--- config.mk ---
export PLATFORM = sky130hd
export DESIGN_NAME = wshb_arbiter_flat
export DESIGN_NICKNAME = d
export VERILOG_FILES = /design/src/rtl/wshb_arb_pkg.sv /design/src/rtl/wshb_arbiter_if.sv /design/src/rtl/rr_pick.sv /design/src/rtl/wshb_arbiter.sv /design/src/flat_wrapper.sv
export SDC_FILE = /design/constraint.sdc
export NUM_CORES = 1
export LEC_CHECK = 0
export ABC_CLOCK_PERIOD_IN_PS = 6500
export BUFFER_PORTS_ARGS = -buffer_cell sky130_fd_sc_hd__buf_2
export CAP_MARGIN = 20
export CORE_AREA = 2 2 137 139
export CTS_CLUSTER_SIZE = 14
export DETAILED_ROUTE_END_ITERATION = 7
export DIE_AREA = 0 0 139 141
export PLACE_DENSITY_LB_ADDON = 0.08
export RECOVER_POWER = 50
export SLEW_MARGIN = 20
export SYNTH_ARGS = -nofsm -noshare
export SYNTH_HDL_FRONTEND = slang
export SYNTH_SLANG_ARGS = --single-unit
--- constraint.sdc ---
create_clock -name sys_clk -period 6.5 [get_ports sys_clk]
set_input_delay 1.3 -clock sys_clk [delete_from_list [all_inputs] [get_ports sys_clk]]
set_output_delay 1.3 -clock sys_clk [all_outputs]
set_load 0.03 [all_outputs]
--- src/rtl/wshb_arb_pkg.sv ---
// Shared constants, master indices and FSM state type for the SDRAM Wishbone arbiter.
package wshb_arb_pkg;

  localparam int N_MASTERS_DEF = 3;

  localparam int VGA_IDX    = 0;
  localparam int STREAM_IDX = 1;
  localparam int MIRE_IDX   = 2;

  typedef enum logic [1:0] {
    ST_IDLE = 2'd0,
    ST_OWN  = 2'd1,
    ST_GAP  = 2'd2
  } arb_state_t;

  // Index width that stays legal for a single-master build.
  function automatic int idx_width(int n);
    return (n > 1) ? $clog2(n) : 1;
  endfunction

endpackage

--- src/rtl/wshb_arbiter_if.sv ---
// Bus bundle between the Wishbone masters, the arbiter and the SDRAM slave port.
interface wshb_arbiter_if
  import wshb_arb_pkg::*;
#(
  parameter int N_MASTERS = N_MASTERS_DEF
);

  logic [N_MASTERS-1:0]       m_cyc;
  logic [N_MASTERS-1:0]       m_stb;
  logic [N_MASTERS-1:0]       m_we;
  logic [N_MASTERS-1:0][31:0] m_adr;
  logic [N_MASTERS-1:0][3:0]  m_sel;
  logic [N_MASTERS-1:0][31:0] m_dat_ms;
  logic                       m_urgent;
  logic [N_MASTERS-1:0]       m_ack;
  logic [31:0]                m_dat_sm;

  logic                       s_cyc;
  logic                       s_stb;
  logic                       s_we;
  logic [31:0]                s_adr;
  logic [3:0]                 s_sel;
  logic [31:0]                s_dat_ms;
  logic                       s_ack;
  logic [31:0]                s_dat_sm;

  // Arbiter acting as the shared slave seen by all masters.
  modport slave (
    input  m_cyc, m_stb, m_we, m_adr, m_sel, m_dat_ms, m_urgent,
    output m_ack, m_dat_sm
  );

  // Arbiter acting as the single master of the SDRAM port.
  modport master (
    output s_cyc, s_stb, s_we, s_adr, s_sel, s_dat_ms,
    input  s_ack, s_dat_sm
  );

endinterface

--- src/rtl/rr_pick.sv ---
// Combinational winner selection: urgent VGA override, otherwise round-robin after last_owner.
module rr_pick
  import wshb_arb_pkg::*;
#(
  parameter int N_MASTERS = N_MASTERS_DEF,
  parameter int IDX_W     = idx_width(N_MASTERS)
) (
  input  logic [N_MASTERS-1:0] req,
  input  logic [IDX_W-1:0]     last_owner,
  input  logic                 urgent,
  output logic [N_MASTERS-1:0] win_oh,
  output logic [IDX_W-1:0]     win_idx
);

  always_comb begin
    logic [IDX_W-1:0] idx;
    logic             found;
    win_oh  = '0;
    win_idx = '0;
    found   = 1'b0;
    idx     = '0;
    if (urgent && req[VGA_IDX]) begin
      win_oh[VGA_IDX] = 1'b1;
      win_idx         = IDX_W'(VGA_IDX);
    end else begin
      // Scan starts one past the previous owner, so the owner itself is checked last.
      for (int off = 1; off <= N_MASTERS; off++) begin
        idx = IDX_W'((int'(last_owner) + off) % N_MASTERS);
        if (!found && req[idx]) begin
          found       = 1'b1;
          win_oh[idx] = 1'b1;
          win_idx     = idx;
        end
      end
    end
  end

endmodule

--- src/rtl/wshb_arbiter.sv ---
// Shares the SDRAM Wishbone slave port among N_MASTERS masters with round-robin,
// an urgent override for VGA, and hold-limit preemption on ack boundaries.
module wshb_arbiter
  import wshb_arb_pkg::*;
#(
  parameter int N_MASTERS = N_MASTERS_DEF,
  parameter int MAX_HOLD  = 64
) (
  input  logic                 sys_clk,
  input  logic                 sys_rst,
  wshb_arbiter_if.slave        mst,
  wshb_arbiter_if.master       slv,
  output logic [N_MASTERS-1:0] grant
);

  localparam int IDX_W  = idx_width(N_MASTERS);
  localparam int HOLD_W = $clog2(MAX_HOLD + 1);
  localparam logic [HOLD_W-1:0] HOLD_MAX  = HOLD_W'(MAX_HOLD);
  localparam logic [HOLD_W-1:0] HOLD_LAST = HOLD_W'(MAX_HOLD - 1);

  arb_state_t           state;
  logic [IDX_W-1:0]     owner;
  logic [HOLD_W-1:0]    hold_cnt;
  logic [N_MASTERS-1:0] win_oh;
  logic [IDX_W-1:0]     win_idx;
  logic                 owner_cyc;
  logic                 bus_act;
  logic                 ack_hit;
  logic                 others_req;
  logic                 at_limit;

  rr_pick #(
    .N_MASTERS (N_MASTERS),
    .IDX_W     (IDX_W)
  ) u_rr_pick (
    .req        (mst.m_cyc),
    .last_owner (owner),
    .urgent     (mst.m_urgent),
    .win_oh     (win_oh),
    .win_idx    (win_idx)
  );

  // owner doubles as last_owner: it holds the most recent winner in every state.
  assign owner_cyc  = mst.m_cyc[owner];
  assign bus_act    = (state == ST_OWN) && owner_cyc;
  assign ack_hit    = bus_act && slv.s_ack;
  assign others_req = |(mst.m_cyc & ~grant);
  assign at_limit   = (hold_cnt >= HOLD_LAST);

  assign slv.s_cyc    = bus_act;
  assign slv.s_stb    = bus_act && mst.m_stb[owner];
  assign slv.s_we     = bus_act && mst.m_we[owner];
  assign slv.s_adr    = mst.m_adr[owner];
  assign slv.s_sel    = mst.m_sel[owner];
  assign slv.s_dat_ms = mst.m_dat_ms[owner];
  assign mst.m_dat_sm = slv.s_dat_sm;

  always_comb begin
    mst.m_ack        = '0;
    mst.m_ack[owner] = ack_hit;
  end

  always_ff @(posedge sys_clk or posedge sys_rst) begin
    if (sys_rst) begin
      state    <= ST_IDLE;
      grant    <= '0;
      owner    <= IDX_W'(N_MASTERS - 1);
      hold_cnt <= '0;
    end else begin
      case (state)
        ST_IDLE: begin
          if (|mst.m_cyc) begin
            state    <= ST_OWN;
            grant    <= win_oh;
            owner    <= win_idx;
            hold_cnt <= '0;
          end
        end
        ST_OWN: begin
          if (!owner_cyc) begin
            state <= ST_IDLE;
            grant <= '0;
          end else if (ack_hit) begin
            // Preempt only on an acked beat so no strobe is left hanging.
            if (at_limit && others_req) begin
              state <= ST_GAP;
              grant <= '0;
            end
            if (hold_cnt != HOLD_MAX) begin
              hold_cnt <= hold_cnt + 1'b1;
            end
          end
        end
        ST_GAP: begin
          state <= ST_IDLE;
        end
        default: begin
          state <= ST_IDLE;
          grant <= '0;
        end
      endcase
    end
  end

endmodule

--- src/flat_wrapper.sv ---
// flat-port wrapper written by rule: the top's interface ports become plain ports
module wshb_arbiter_flat import wshb_arb_pkg::*;
#(
  parameter int N_MASTERS = N_MASTERS_DEF,
  parameter int MAX_HOLD  = 64
)
  (sys_clk, sys_rst, grant, mst_m_cyc, mst_m_stb, mst_m_we, mst_m_adr, mst_m_sel, mst_m_dat_ms, mst_m_urgent, mst_m_ack, mst_m_dat_sm, slv_s_cyc, slv_s_stb, slv_s_we, slv_s_adr, slv_s_sel, slv_s_dat_ms, slv_s_ack, slv_s_dat_sm);
  wshb_arbiter_if #(.N_MASTERS(N_MASTERS)) mst_i ();
  wshb_arbiter_if #(.N_MASTERS(N_MASTERS)) slv_i ();
  input  logic sys_clk;
  input  logic sys_rst;
  output logic [N_MASTERS-1:0] grant;
  input wire logic [$bits(mst_i.m_cyc)-1:0] mst_m_cyc;
  input wire logic [$bits(mst_i.m_stb)-1:0] mst_m_stb;
  input wire logic [$bits(mst_i.m_we)-1:0] mst_m_we;
  input wire logic [$bits(mst_i.m_adr)-1:0] mst_m_adr;
  input wire logic [$bits(mst_i.m_sel)-1:0] mst_m_sel;
  input wire logic [$bits(mst_i.m_dat_ms)-1:0] mst_m_dat_ms;
  input wire logic [$bits(mst_i.m_urgent)-1:0] mst_m_urgent;
  output wire logic [$bits(mst_i.m_ack)-1:0] mst_m_ack;
  output wire logic [$bits(mst_i.m_dat_sm)-1:0] mst_m_dat_sm;
  output wire logic [$bits(slv_i.s_cyc)-1:0] slv_s_cyc;
  output wire logic [$bits(slv_i.s_stb)-1:0] slv_s_stb;
  output wire logic [$bits(slv_i.s_we)-1:0] slv_s_we;
  output wire logic [$bits(slv_i.s_adr)-1:0] slv_s_adr;
  output wire logic [$bits(slv_i.s_sel)-1:0] slv_s_sel;
  output wire logic [$bits(slv_i.s_dat_ms)-1:0] slv_s_dat_ms;
  input wire logic [$bits(slv_i.s_ack)-1:0] slv_s_ack;
  input wire logic [$bits(slv_i.s_dat_sm)-1:0] slv_s_dat_sm;
  assign mst_i.m_cyc = mst_m_cyc;
  assign mst_i.m_stb = mst_m_stb;
  assign mst_i.m_we = mst_m_we;
  assign mst_i.m_adr = mst_m_adr;
  assign mst_i.m_sel = mst_m_sel;
  assign mst_i.m_dat_ms = mst_m_dat_ms;
  assign mst_i.m_urgent = mst_m_urgent;
  assign mst_m_ack = mst_i.m_ack;
  assign mst_m_dat_sm = mst_i.m_dat_sm;
  assign slv_s_cyc = slv_i.s_cyc;
  assign slv_s_stb = slv_i.s_stb;
  assign slv_s_we = slv_i.s_we;
  assign slv_s_adr = slv_i.s_adr;
  assign slv_s_sel = slv_i.s_sel;
  assign slv_s_dat_ms = slv_i.s_dat_ms;
  assign slv_i.s_ack = slv_s_ack;
  assign slv_i.s_dat_sm = slv_s_dat_sm;
  wshb_arbiter #(.N_MASTERS(N_MASTERS), .MAX_HOLD(MAX_HOLD)) u_core (.sys_clk(sys_clk), .sys_rst(sys_rst), .mst(mst_i), .slv(slv_i), .grant(grant));
endmodule
Yosys cells after proc, flatten, opt, wreduce, memory -nomap -nowiden:

Index checks and enable logic that the tools add are counted.

* register bits after elaboration: 14
* input port bits: 249
* output and inout port bits: 109
* logic and storage cells: 113

* add/subtract/negate cells: 4
* div/mod/pow operators: 3
* magnitude comparators: 9
* equal/unequal tests: 9
* muxes and demuxes: 56
* bitwise gates (word level): 6
* reductions and logical operators: 22

Operators by type and width (number)
* $bmux 32 s2: 2
* $mod 32x3->32 const B: 3
* $mux 32: 2
* $mux 7: 4
* $mux 3: 9
* $mux 2: 9
* $mux 1: 15
* $pmux 7 s2: 1
* $bmux 1 s2: 6
* $logic_and 1x1->1: 12
* $lt 2x3->1 const B: 4
* $pmux 3 s3: 1
* $bmux 4 s2: 1
* $demux 1 s2: 4
* $ge 2x1->1 const B: 4
* $add 7x1->7 const B: 1
* $ge 7x6->1 const B: 1
* $ne 7x7->1 const B: 1
* $add 2x2->3 const B: 2
* $and 3x3->3: 2
* $ne 2x1->1 const B: 3
* $ne 3x3->1 const B: 2
* $or 3x3->3: 2
* $reduce_or 3->1: 2
* 15 further kinds: 16

Depth between registers and ports, before layout:

* word-level depth: 16
* gate-level depth with buffers: 10
* gate-level depth less buffers: 7

Cells and area by module:

From an unflattened synthesis, not the netlist that was laid out.

* cell total of the unflattened synthesis: 421
* area, all modules: 2925.3 µm²

Modules (own cells, without submodules)
* wshb_arbiter: instances 1, cells each 368, area each 2582.5 µm², seq. area each 351.6 µm²
* rr_pick: instances 1, cells each 53, area each 342.8 µm², seq. area each 0.0 µm²

Worst setup path before layout:

No wires, ideal clock.

* kind: input to output
* from: in mst_m_cyc[2]
* to: out slv_s_stb
* data arrival time: 2147 ps
* slack: 3053 ps
* stages: 4
* path through: mux2i_1 > o2bb2ai_2 > nand2_1 > nor2_1

* cells in the longest elaborated chain, start to end: 4

RTL lines
* start: declaration: RTL line flat_wrapper.sv:13 `input wire logic [$bits(mst_i.m_cyc)-1:0] mst_m_cyc;`
* $bmux 1 s2: RTL line wshb_arbiter.sv:44 `assign owner_cyc = mst.m_cyc[owner];`
* $mux 1 (not written as such): RTL line wshb_arbiter.sv:44
* $logic_and 1x1->1: RTL line wshb_arbiter.sv:45 `assign bus_act = (state == ST_OWN) && owner_cyc;`
* $logic_and 1x1->1: RTL line wshb_arbiter.sv:51 `assign slv.s_stb = bus_act && mst.m_stb[owner];`
* end: declaration: RTL line flat_wrapper.sv:23 `output wire logic [$bits(slv_i.s_stb)-1:0] slv_s_stb;`

Every way passes these cells. The select of a mux whose other input is x is not followed.

Final worst setup path:

* from: reg u_core.owner[1]
* to: out slv_s_adr[22]

* cells in the longest elaborated chain, start to end: 2

RTL lines
* start: declaration: RTL line wshb_arbiter.sv:22 `logic [IDX_W-1:0] owner;`
* start signal: assignment: RTL line wshb_arbiter.sv:67 `owner <= IDX_W'(N_MASTERS - 1);`
* start signal: assignment: RTL line wshb_arbiter.sv:75 `owner <= win_idx;`
* $bmux 32 s2: RTL line wshb_arbiter.sv:53 `assign slv.s_adr = mst.m_adr[owner];`
* $mux 32 (not written as such): RTL line wshb_arbiter.sv:53
* end: declaration: RTL line flat_wrapper.sv:25 `output wire logic [$bits(slv_i.s_adr)-1:0] slv_s_adr;`

Every way passes these cells. The select of a mux whose other input is x is not followed.

==> flow_metrics.tcl <==
set metrics [dict create \
    r2r_start "u_core.owner[1]" \
    cts-htree-levels 1 \
    first_pass_iters 4 \
    clkPwrFrac 0.077 \
    finalClockSkew_ps 3.848 \
    p_sw_uw 1056 \
    synth_fa_ha_area_frac 0.03108 \
    grt_pass1_wl_um 22170 \
    grt_pass1_vias 3696 \
    io_buffers 293 \
    final_cell_mix "buf_2, nand2_1, o21ai_0" \
    hold_viol 0 \
    min-delay-path-class "register to register" \
    cts_buffers 3 \
    yosysSeqAreaShare 0.1248 \
    place_congestion 0.8440 \
    setup_tns_ps 0 \
    via_count 3812 \
    ys_types 46 \
    endpoint_kind "output pin" \
    crit_fanout 40 \
    overflow 0 \
    rsz0062_at_grt "false" \
    p_seq_frac 0.103 \
    rr_worst_depth 7 \
    final_common_cell "buf_2" \
    diodes 0 \
    cp.required_ps 5200 \
    core_area_um2 18270 \
    netSwitchingFraction 0.6215 \
    ys.flop_type "dfrtp_1" \
    nets 901 \
    async_flop_share 1.000 \
    status "finished with violations" \
    hp-start "u_core.grant[0]" \
    synth_area_um2 2818 \
    fin_hold_ws_ps 532.3 \
    timing.final.crit_share 0.7576 \
    area.growth.synth_to_final_pct 52.49 \
    worstHoldPathCells 1 \
    grt_max_degree 72 \
    maxCapViolCount 1 \
    synth_nets 664 \
    cp_slowest_cell "dfstp_1" \
    power.density_nw_per_um2 395.4 \
    layout_min_cycle_time_ps 4924 \
    ys_ff_latch 14 \
    synth_top_area_frac 0.2629 \
    critPathLaunch "u_core.owner[1]" \
    intPower_uw 643.0 \
    wl_um 14680 \
    worstMarginPinSlew_ps 2064 \
    cts_tree "yes" \
    power_uw 1699 \
    row_count 50 \
    synthMuxAreaShare 0.2629 \
    power.share.combinational 0.820 \
    ctsResizeCount 0 \
    die-width_um 139 \
    clock-sinks 14 \
    drtIter0Drc 145 \
    synth-simple-area-share 0.2020 \
    dieArea_um2 19600 \
    drc_errors 0 \
    ir_drop_v 0.0001294 \
    drive_gt1_frac 0.4596 \
    ant_nets 0 \
    pin_count 358 \
    insertion_delay_ps 240 \
    synth_top_family_by_area "multiplexers" \
    syn_area_per_cell_um2 6.906 \
    violations "max-capacitance violations, max-slew violations" \
    cts_setup_buffers 0 \
    ys_warn_count 0 \
    synth_compound_area_frac 0.2282 \
    yosys-top-cells-area "mux2i_1, o21ai_0, dfrtp_1, nand2_1, buf_4" \
    postSynthCellCount 408 \
    layoutNonFillerInstCount 878 \
    cts_buffer_depth 2 \
    cp.arrival_ps 3620 \
    initial_core_util 0.1542 \
    hpwl_um 12000 \
    path_cells "buf_4, mux2i_1, o21ai_0, buf_2" \
    drv_slew 37 \
    synthXorXnorAreaFrac 0 \
    holdBufCountCts 0 \
    clkTransAtPathRegs_ps 50 \
    dp.cells 874 \
    die_y_um 141 \
    root_buffer "clkbuf_16" \
    setup_viol 0 \
    cp-start-kind "register" \
    synth-edff-count 0 \
    wl_per_cell_um 16.72 \
    yosysTopAreaCell "mux2i_1" \
    max_clock_freq_mhz 203.1 \
    p_leak_uw 0.002064 \
    grt_use_total 0.1390 \
    critPathMaxStageDelay_ps 1900 \
    crit_type "register to output pin" \
    antenna_found_initial 0 \
    vias_per_cell 4.342 \
    slew_headroom -0.3761 \
]
-- sequential cells by signal, summed over array words and instances, names as in the netlist --
name / flops
u_core.state: 2
u_core.owner: 2
u_core.grant: 3
u_core.hold_cnt: 7
-- synthesized netlist by cell type, types with 3 or more instances --
cell,count
mux2i_1,74
a31oi_1,4
nor3_1,3
inv_1,12
nor2_1,12
a21oi_1,4
buf_2,9
buf_4,32
o2bb2ai_1,3
nor2b_1,7
nand4_1,4
dfrtp_1,13
nand2b_1,3
nand3_1,6
clkbuf_1,21
nand2_1,79
ha_1,7
o21ai_0,77
-- final timing paths --
check | end | slack (ps)
min reg2reg | u_core.grant[0] | 530
max | slv_s_adr[22] | 1580
max in group asynchronous | u_core.owner[0] | 4980
max reg2reg | u_core.grant[0] | 2500
min in group asynchronous | u_core.state[0] | 1110
min | u_core.grant[0] | 530
-- power groups by stage --
stage,Combinational (uW),Sequential (uW),Clock [uW]
floorplan,1030,145,0
global placement,1420,182,0
detailed placement,1420,183,0
CTS,1420,181,132
global route,1510,184,139
finish,1390,176,130
-- layer usage --
layer	wire length (um)	GRT usage	up-vias
li1	-	-	1886
met1	6054	0.1757	1766
met2	7679	0.2569	152
met3	884	0.02514	8
met4	63	0.01010	0
met5	0	0	-
-- area by class of cell --
type                    instances  area, um2
fillers                      2147      13970
multi-input cells             318       2037
repair buffers                296       1480
flip-flops and latches         14      352.8
well taps                     234      292.8
clock buffers                   4      88.84
inverters                      12      45.04
-- worst max-delay path: cells and delay by family (launching register included) --
| kind | cells | cell delay, ps |
|---|---|---|
| buffers and inverters | 2 | 990 |
| AOI/OAI and AO/OA | 1 | 100 |
| muxes | 1 | 340 |
| DFF | 1 | 1900 |
-- metrics by stage --
step,util,setup slack (ps),instance area [um2]
detailed placement,0.2316,2655,4232
floorplan,-,3053,2818
finish,0.2352,1576,4297
global placement,0.2316,2648,4232
global route,0.2352,1316,4297
CTS,0.2365,2412,4320
-- kinds of logic after synthesis --
group / after synthesis
compound gates: 110
fa+ha+maj: 7
buf+inv: 76
flops: 14
mux: 74
simple gates: 127
No activity file was read; power rests on OpenSTA's default activity.
